--- config.mk ---
export PLATFORM = sky130hd
export DESIGN_NAME = full_hash_des_core
export DESIGN_NICKNAME = d
export VERILOG_FILES = /design/src/rtl/full_hash_des_core.sv
export SDC_FILE = /design/constraint.sdc
export NUM_CORES = 1
export LEC_CHECK = 0
export BUFFER_PORTS_ARGS = -buffer_cell sky130_fd_sc_hd__buf_2
export CORE_MARGIN = 2
export CORE_UTILIZATION = 40
export CTS_CLUSTER_DIAMETER = 150
export DETAILED_ROUTE_END_ITERATION = 7
export GPL_TIMING_DRIVEN = 0
export PLACE_DENSITY = 0.6
export SETUP_SLACK_MARGIN = 0.5
export SYNTH_ARGS = -nofsm -noshare
export SYNTH_HDL_FRONTEND = slang
export SYNTH_SLANG_ARGS = --single-unit
--- constraint.sdc ---
create_clock -name clk -period 14.4 [get_ports clk]
set_clock_uncertainty 0.1 [all_clocks]
set_input_delay 0.72 -clock clk [delete_from_list [all_inputs] [get_ports clk]]
set_output_delay 0.72 -clock clk [all_outputs]
set_load 0.05 [all_outputs]
--- src/rtl/full_hash_des_core.sv ---
// Nibble-wide iterative hash built around DES S-boxes: one round per clock,
// each absorbed byte (message bytes, then the 64-bit length) gets ROUNDS rounds.

module S_Box (
    input  logic [5:0] sbox_in,
    output logic [3:0] sbox_out
);
    // DES S1, row = {b5,b0}, column = b4..b1
    localparam logic [3:0] S1 [64] = '{
        4'd14, 4'd4,  4'd13, 4'd1,  4'd2,  4'd15, 4'd11, 4'd8,
        4'd3,  4'd10, 4'd6,  4'd12, 4'd5,  4'd9,  4'd0,  4'd7,
        4'd0,  4'd15, 4'd7,  4'd4,  4'd14, 4'd2,  4'd13, 4'd1,
        4'd10, 4'd6,  4'd12, 4'd11, 4'd9,  4'd5,  4'd3,  4'd8,
        4'd4,  4'd1,  4'd14, 4'd8,  4'd13, 4'd6,  4'd2,  4'd11,
        4'd15, 4'd12, 4'd9,  4'd7,  4'd3,  4'd10, 4'd5,  4'd0,
        4'd15, 4'd12, 4'd8,  4'd2,  4'd4,  4'd9,  4'd1,  4'd7,
        4'd5,  4'd11, 4'd3,  4'd14, 4'd10, 4'd0,  4'd6,  4'd13
    };

    assign sbox_out = S1[{sbox_in[5], sbox_in[0], sbox_in[4:1]}];
endmodule

// state  | meaning
// IDLE   | waiting for a message byte (msg_ready high)
// ABSORB | ROUNDS rounds on the latched message byte
// FINAL  | ROUNDS rounds on each of the 8 length bytes, LSB first
// DONE   | digest published, length counter cleared
module full_hash_des_core #(
    parameter int NIBBLES = 8,
    parameter int ROUNDS  = 32
) (
    input  logic                   clk,
    input  logic                   rst,
    input  logic                   msg_valid,
    output logic                   msg_ready,
    input  logic [7:0]             msg_data,
    input  logic                   msg_last,
    output logic [4*NIBBLES-1:0]   digest,
    output logic                   digest_valid
);
    typedef enum logic [1:0] {IDLE, ABSORB, FINAL, DONE} state_t;

    function automatic logic [4*NIBBLES-1:0] init_state();
        logic [31:0]           tab;
        logic [4*NIBBLES-1:0]  res;
        tab = 32'h30FD_17B4;
        res = '0;
        for (int i = 0; i < NIBBLES; i++) begin
            res[4*i +: 4] = tab[4*(i%8) +: 4] ^ 4'(i/8);
        end
        return res;
    endfunction

    function automatic logic [3:0] rotl4(input logic [3:0] x, input int s);
        case (s)
            0:       rotl4 = x;
            1:       rotl4 = {x[2:0], x[3]};
            2:       rotl4 = {x[1:0], x[3:2]};
            default: rotl4 = {x[0], x[3:1]};
        endcase
    endfunction

    localparam logic [4*NIBBLES-1:0] H_INIT = init_state();

    state_t                 state_q, state_d;
    logic [4*NIBBLES-1:0]   h_q, h_next;
    logic [7:0]             byte_q;
    logic                   last_q;
    logic [63:0]            cnt_q;
    logic [5:0]             round_q;
    logic [2:0]             bidx_q;
    logic                   msg_done_q;
    logic                   accept, round_en, round_last;
    logic [7:0]             cur_byte;
    logic [5:0]             k6;

    assign round_last = (round_q == 6'(ROUNDS-1));
    assign cur_byte   = (state_q == FINAL) ? cnt_q[{bidx_q, 3'b000} +: 8] : byte_q;
    assign k6         = {cur_byte[3:2] ^ cur_byte[1:0], cur_byte[7:4]};

    for (genvar i = 0; i < NIBBLES; i++) begin : gen_nib
        localparam int NXT = (i + 1) % NIBBLES;
        logic [5:0] sb_in;
        logic [3:0] sb_out;
        logic [3:0] mix;

        assign sb_in = k6 ^ {h_q[4*i +: 4], round_q[1:0]};
        S_Box u_sbox (.sbox_in(sb_in), .sbox_out(sb_out));
        assign mix = h_q[4*NXT +: 4] ^ sb_out;
        assign h_next[4*i +: 4] = rotl4(mix, i % 4);
    end

    always_ff @(posedge clk) begin
        if (rst) state_q <= IDLE;
        else     state_q <= state_d;
    end

    // msg_ready depends on state only, never on msg_valid
    always_comb begin
        state_d   = state_q;
        msg_ready = 1'b0;
        accept    = 1'b0;
        round_en  = 1'b0;
        case (state_q)
            IDLE: begin
                msg_ready = 1'b1;
                if (msg_valid) begin
                    accept  = 1'b1;
                    state_d = ABSORB;
                end
            end
            ABSORB: begin
                round_en = 1'b1;
                if (round_last) state_d = last_q ? FINAL : IDLE;
            end
            FINAL: begin
                round_en = 1'b1;
                if (round_last && bidx_q == 3'd7) state_d = DONE;
            end
            DONE:    state_d = IDLE;
            default: state_d = IDLE;
        endcase
    end

    always_ff @(posedge clk) begin
        if (rst) begin
            h_q          <= H_INIT;
            byte_q       <= '0;
            last_q       <= 1'b0;
            cnt_q        <= '0;
            round_q      <= '0;
            bidx_q       <= '0;
            msg_done_q   <= 1'b0;
            digest       <= '0;
            digest_valid <= 1'b0;
        end else begin
            digest_valid <= 1'b0;
            if (accept) begin
                byte_q <= msg_data;
                last_q <= msg_last;
                cnt_q  <= cnt_q + 64'd1;
                // first byte of a new message starts from the initial state
                if (msg_done_q) begin
                    h_q        <= H_INIT;
                    msg_done_q <= 1'b0;
                end
            end
            if (round_en) begin
                h_q <= h_next;
                if (round_last) begin
                    round_q <= '0;
                    if (state_q == FINAL) bidx_q <= bidx_q + 3'd1;
                end else begin
                    round_q <= round_q + 6'd1;
                end
            end
            if (state_q == FINAL && state_d == DONE) begin
                digest       <= h_next;
                digest_valid <= 1'b1;
            end
            if (state_q == DONE) begin
                cnt_q      <= '0;
                msg_done_q <= 1'b1;
            end
        end
    end
endmodule

# Word-level counts from Yosys, hierarchy flattened
# Memories as Yosys holds them, arrays and structs flattened.
# Index checks and enable logic that the tools add are counted.
[op_classes]
n_addsub = 3
order_cmp = 8
n_eq_ne = 6
shifts = 1
n_mux = 33
bitwise = 25
reduce_logical = 10
[ops]
columns = ["operator", "count"]
rows = [
  ["32-bit two-way mux", 3],
  ["64-bit by 1-bit adder with 64-bit output, second input constant", 1],
  ["4-bit two-way mux", 16],
  ["64-bit by 7-bit variable part select with 8-bit output", 1],
  ["7-bit greater-or-equal comparator, second input constant", 8],
  ["6-bit inverter with 7-bit output", 8],
  ["6-bit XOR", 8],
  ["4-bit XOR", 8],
  ["2-bit two-way mux", 4],
  ["8-bit two-way mux", 1],
  ["2-bit one-hot mux with 4 select lines", 1],
  ["1-bit two-way mux", 7],
  ["6-bit by 1-bit adder with 6-bit output, second input constant", 1],
  ["2-bit == test, second input constant", 3],
  ["6-bit by 5-bit == test with 1-bit output, second input constant", 1],
  ["6-bit two-way mux", 1],
  ["2-bit nonzero test", 3],
  ["2-bit OR reduction", 2],
  ["3-bit by 1-bit adder with 3-bit output, second input constant", 1],
  ["3-bit == test, second input constant", 1],
  ["3-bit AND reduction", 1],
  ["2-bit by 1-bit == test with 1-bit output, second input constant", 1],
  ["1-bit logical AND", 2],
  ["2-bit zero test", 1],
  ["other kinds (2)", 2],
]
[totals]
register_bits = 150
rom_bits = 2048
in_bits = 12
out_inout_bits = 34
wordCells = 104
memories = 8
[mem_list]
columns = ["memory", "depth", "width", "rd", "rd_clocked_by_memory_dff", "wr", "line", "rtl"]
rows = [
  ["(no name shown)", 64, 4, 1, 0, 0, "20", "assign sbox_out = S1[{sbox_in[5], sbox_in[0], sbox_in[4:1]}];"],
  ["(no name shown)", 64, 4, 1, 0, 0, "20", ""],
  ["(no name shown)", 64, 4, 1, 0, 0, "20", ""],
  ["(no name shown)", 64, 4, 1, 0, 0, "20", ""],
  ["(no name shown)", 64, 4, 1, 0, 0, "20", ""],
  ["(no name shown)", 64, 4, 1, 0, 0, "20", ""],
  ["2 more memories", "n/a", "n/a", "n/a", "n/a", "n/a", "n/a", ""],
]

# Logic depth before layout (Yosys ltp)
[logic_depth]
ltp_word = 10
mapped_depth = 19
ltp_nobuf = 15

# Cells and area by module
# Synthesis repeated with hierarchy kept, for this count alone.
[hier_totals]
cells_unflattened = 1556
area_unflattened_um2 = 12927.4
[by_module_without_submodules]
columns = ["module", "n_inst", "cells_each", "area_per_inst_um2"]
rows = [
  ["full_hash_des_core", 1, 850, 7668.6],
  ["S_Box (gen_nib[1].u_sbox ...)", 7, 87, 645.6],
  ["S_Box (gen_nib[0].u_sbox)", 1, 97, 739.5],
]

# Worst setup path before layout
# No wires, ideal clock.
[synth_path]
path_type = "register to register"
start = "register bidx_q[0]"
end = "register digest[20]"
arrival_time_ps = 4645
required_ps = 14178
setup_slack_ps = 9533
stages_incl_launch_ff = 17
period_less_slack_ps = 4867
path_cell_list = "dfxtp_1 buf_6 buf_4 mux4_2 mux2i_1 a211o_1 and2_1 buf_2 buf_2 clkbuf_1 ha_1 clkbuf_1 mux4_2 a32oi_1 o311a_1 nor4_1 a311o_1"
[synth_between]
elab_chain_len = 9
word_cells_on_any_way = 15
[synth_rtl]
columns = ["element", "line", "rtl"]
rows = [
  ["from (decl)", "71", "logic [2:0] bidx_q;"],
  ["from (signal assigned)", "152", "if (state_q == FINAL) bidx_q <= bidx_q + 3'd1;"],
  ["64-bit by 7-bit variable part select with 8-bit output", "78", "assign cur_byte = (state_q == FINAL) ? cnt_q[{bidx_q, 3'b000} +: 8] : byte_q;"],
  ["8-bit two-way mux", "78", ""],
  ["2-bit XOR", "79", "assign k6 = {cur_byte[3:2] ^ cur_byte[1:0], cur_byte[7:4]};"],
  ["6-bit XOR", "87", "assign sb_in = k6 ^ {h_q[4*i +: 4], round_q[1:0]};"],
  ["6-bit inverter with 7-bit output (not written as such)", "20", ""],
  ["memory read 64 x 4 bit", "n/a", ""],
  ["4-bit two-way mux (not written as such) (2 in a row)", "20", ""],
  ["4-bit XOR", "89", "assign mix = h_q[4*NXT +: 4] ^ sb_out;"],
  ["to (signal assigned)", "158", "digest <= h_next;"],
  ["to (decl)", "38", "output logic [4*NIBBLES-1:0] digest,"],
]
# Parallel ways exist; a longest one is shown, timed or not. The select of a mux whose other input is x is not followed.
# A chain may end at the register's enable or synchronous reset.

# Worst setup path after layout
[layout_path]
start = "register bidx_q[0]"
end = "register digest[7]"
# Same word-level chain as after synthesis.

==> reports/qor.yml <==
floorplanning:
  ios: 46
  die_area_sq_um: 33200
  die_h_microns: 182
  rows: 65
  start_util_pct: 40.5
  fp.coreArea_sq_um: 31400
  die_w_microns: 182
clocking:
  cts_setup_buffers: 0
  cts_resized: 0
  ctsHoldBuffers: 0
  cts_tree: "yes"
  cts.path.max_buffers: 2
  clock_sinks: 150
  clock-root-buffer: "clkbuf_16"
  numCtsBuffers: 17
  clk_pin_slew_ns: 0.07
  htreeDepth: 4
  clock_latency_ns: 0.47
synth:
  syn-num-nets: 1636
  ys.flop_type: "dfxtp_1"
  avgSynthCellArea_sq_um: 8.19
  syn-cell-area_sq_um: 12700
  ys_warn_count: 0
  synth_seq_cells: 150
  synth_async_sr_flop_share_pct: 0
  synth_cell_types: 85
  yosysSeqAreaShare_pct: 23.6
  synth_edf_count: 0
  synthCells: 1551
drt:
  via_per_inst: 6.26
  routed_wl_mm: 44.7
  firstDrtPassIters: 5
  drc: 0
  drt-wirelength-per-cell_microns: 22.0
  vias: 12700
  ant_nets: 0
  drtIter0Drc: 1396
sta:
  finalHoldViolCount: 0
  setup_viol: 0
  setup_tns_ns: 0
  period_minus_slack_ns: 6.02
  worst_pin_slew_ns: 1.30
  rsz0062_at_grt: "false"
  slew_headroom_pct: 12.5
  slew_viol_final: 0
  post-route-period-util_pct: 41.8
  fin_ws_ns: 8.38
  timing.fmax_mhz: 166
global_route:
  antenna_found_initial: 1
  grt_pass1_wl_mm: 68.4
  track_usage_pct: 26.7
  grt.overflow.total: 0
  grt_pass1_vias: 11900
  grt_start_max_net_pins: 22
final_layout:
  design_area_sq_um: 14100
  drive_gt1_share_pct: 11.0
  layout_commonest_cell: "nor2_1"
  layout_common_cells: "nor2_1, dfxtp_1, nand2_1"
  antenna_cells: 0
  layout.nets: 1702
  final.fill_count: 3130
  area_growth_pct: 11.3
placed_design:
  placed_area_sq_um: 13500
  place_hpwl_mm: 32.5
  gp_congestion: 0.960
  io_buffers: 45
  place_ws_ns: 8.56
critical_path:
  cp_slowest_cell: "clkbuf_2"
  path_class: "flip-flop to flip-flop"
  rr_startpoint: "bidx_q[0]$_SDFFE_PP0P_"
  cp-start-kind: "flip-flop"
  critPathRequiredTime_ns: 14.64
  critical_path_arrival_ns: 6.26
  slowest_delay_ns: 0.59
  cp_cell_sequence: "buf_6 > buf_4 > mux4_2 > mux2i_1 > a211o_1 > and2_1 > buf_2 > buf_2 > clkbuf_2 > buf_16 > ha_1 > buf_1 > and2_1 > a2111oi_0 > a311oi_1 > a311oi_2 > nor4_1 > a211o_1"
  critPathLaunch: "bidx_q[0]$_SDFFE_PP0P_"
  cp-end-kind: "flip-flop"
  ff2ff_setup_slack_ns: 8.38
  cp_max_fo: 21
min_path:
  hold_class: "flip-flop to flip-flop"
  min_from: "last_q$_SDFFE_PP0P_"
flow_run:
  drv_cap: 0
run_status:
  status: "finished clean"
## cell usage after synthesis, types with 13 or more instances
library cell | instances | area (sq um)
nor4_1 | 18 | 113
mux4_2 | 32 | 721
nand3_1 | 56 | 280
a211o_1 | 14 | 123
o22ai_1 | 16 | 100
ha_1 | 73 | 913
dfxtp_1 | 150 | 3000
o21ai_1 | 13 | 65.1
and3_1 | 13 | 81.3
nor3_1 | 35 | 175
inv_1 | 51 | 191
a211oi_1 | 44 | 330
mux2i_1 | 77 | 771
xnor2_1 | 68 | 596
nand2_1 | 137 | 514
o211ai_1 | 41 | 308
xor2_1 | 78 | 683
clkbuf_1 | 72 | 270
nand4_1 | 21 | 131
buf_2 | 22 | 110
a31oi_1 | 23 | 144
nor2_1 | 176 | 661
o21ai_0 | 45 | 225
a21oi_1 | 63 | 315
## final timing paths
kind / end / cells after the start
max: digest[7]$_SDFFE_PP0P_ / 18
min reg2reg: last_q$_SDFFE_PP0P_ / 2
min: last_q$_SDFFE_PP0P_ / 2
max reg2reg: digest[7]$_SDFFE_PP0P_ / 18
## sequential cells by signal (all words and copies together), names as in the netlist
register / cells
cnt_q: 64
digest: 32
h_q: 32
byte_q: 8
round_q: 6
bidx_q: 3
state_q: 2
digest_valid: 1
last_q: 1
msg_done_q: 1
## cell families (layout without fill, tap and decap cells)
| group | count (synthesis) | in the layout | share of synthesized area [%] |
|---|---|---|---|
| compound gates | 381 | 381 | 22.0 |
| fa+ha+maj | 74 | 74 | 7.27 |
| buf+inv | 164 | 243 | 5.45 |
| xor+xnor | 147 | 147 | 10.3 |
| mux | 118 | 118 | 12.5 |
| flops | 150 | 150 | 23.6 |
| simple gates | 517 | 517 | 18.8 |
## area by class of cell
cell class | count | area [sq um] | share of cell area (%)
repair buffers | 47 | 280 | 1.98
clock inverters | 12 | 190 | 1.35
multi-input cells | 1237 | 9010 | 63.7
flip-flops and latches | 150 | 3000 | 21.2
clock buffers | 20 | 457 | 3.23
inverters | 53 | 199 | 1.41
plain buffers | 111 | 495 | 3.51
well taps | 402 | 503 | 3.56
## per-layer routing
metal,track usage (%),vias up,part of all wire [%]
met3,7.20,110,10
met4,11.2,2,3.6
met1,35.3,6107,42
met5,0,-,0.029
li1,-,5839,-
met2,41.1,661,44
## per-stage QoR
| stage | cells | util, % | hold slack (ns) |
|---|---|---|---|
| after floorplan | 1551 | - | 0.332 |
| after global placement | 1998 | 42.8 | 0.349 |
| after detailed placement | 2000 | 43.0 | 0.354 |
| after CTS | 2032 | 45.0 | 0.362 |
| after global routing | 2032 | 45.0 | 0.390 |
| final | 2032 | 45.0 | 0.358 |
## critical path, delay by kind of cell, from the launching register on
family / cells / cell delay [ns]
mux: 2 / 0.74
flops: 1 / 0.43
compound gates: 5 / 1.42
buf+inv: 7 / 2.39
simple gates: 3 / 0.55
fa+ha+maj: 1 / 0.25
Power is not shown: default switching activity piles up to over one toggle a cycle in this logic, so the estimate is an artifact.
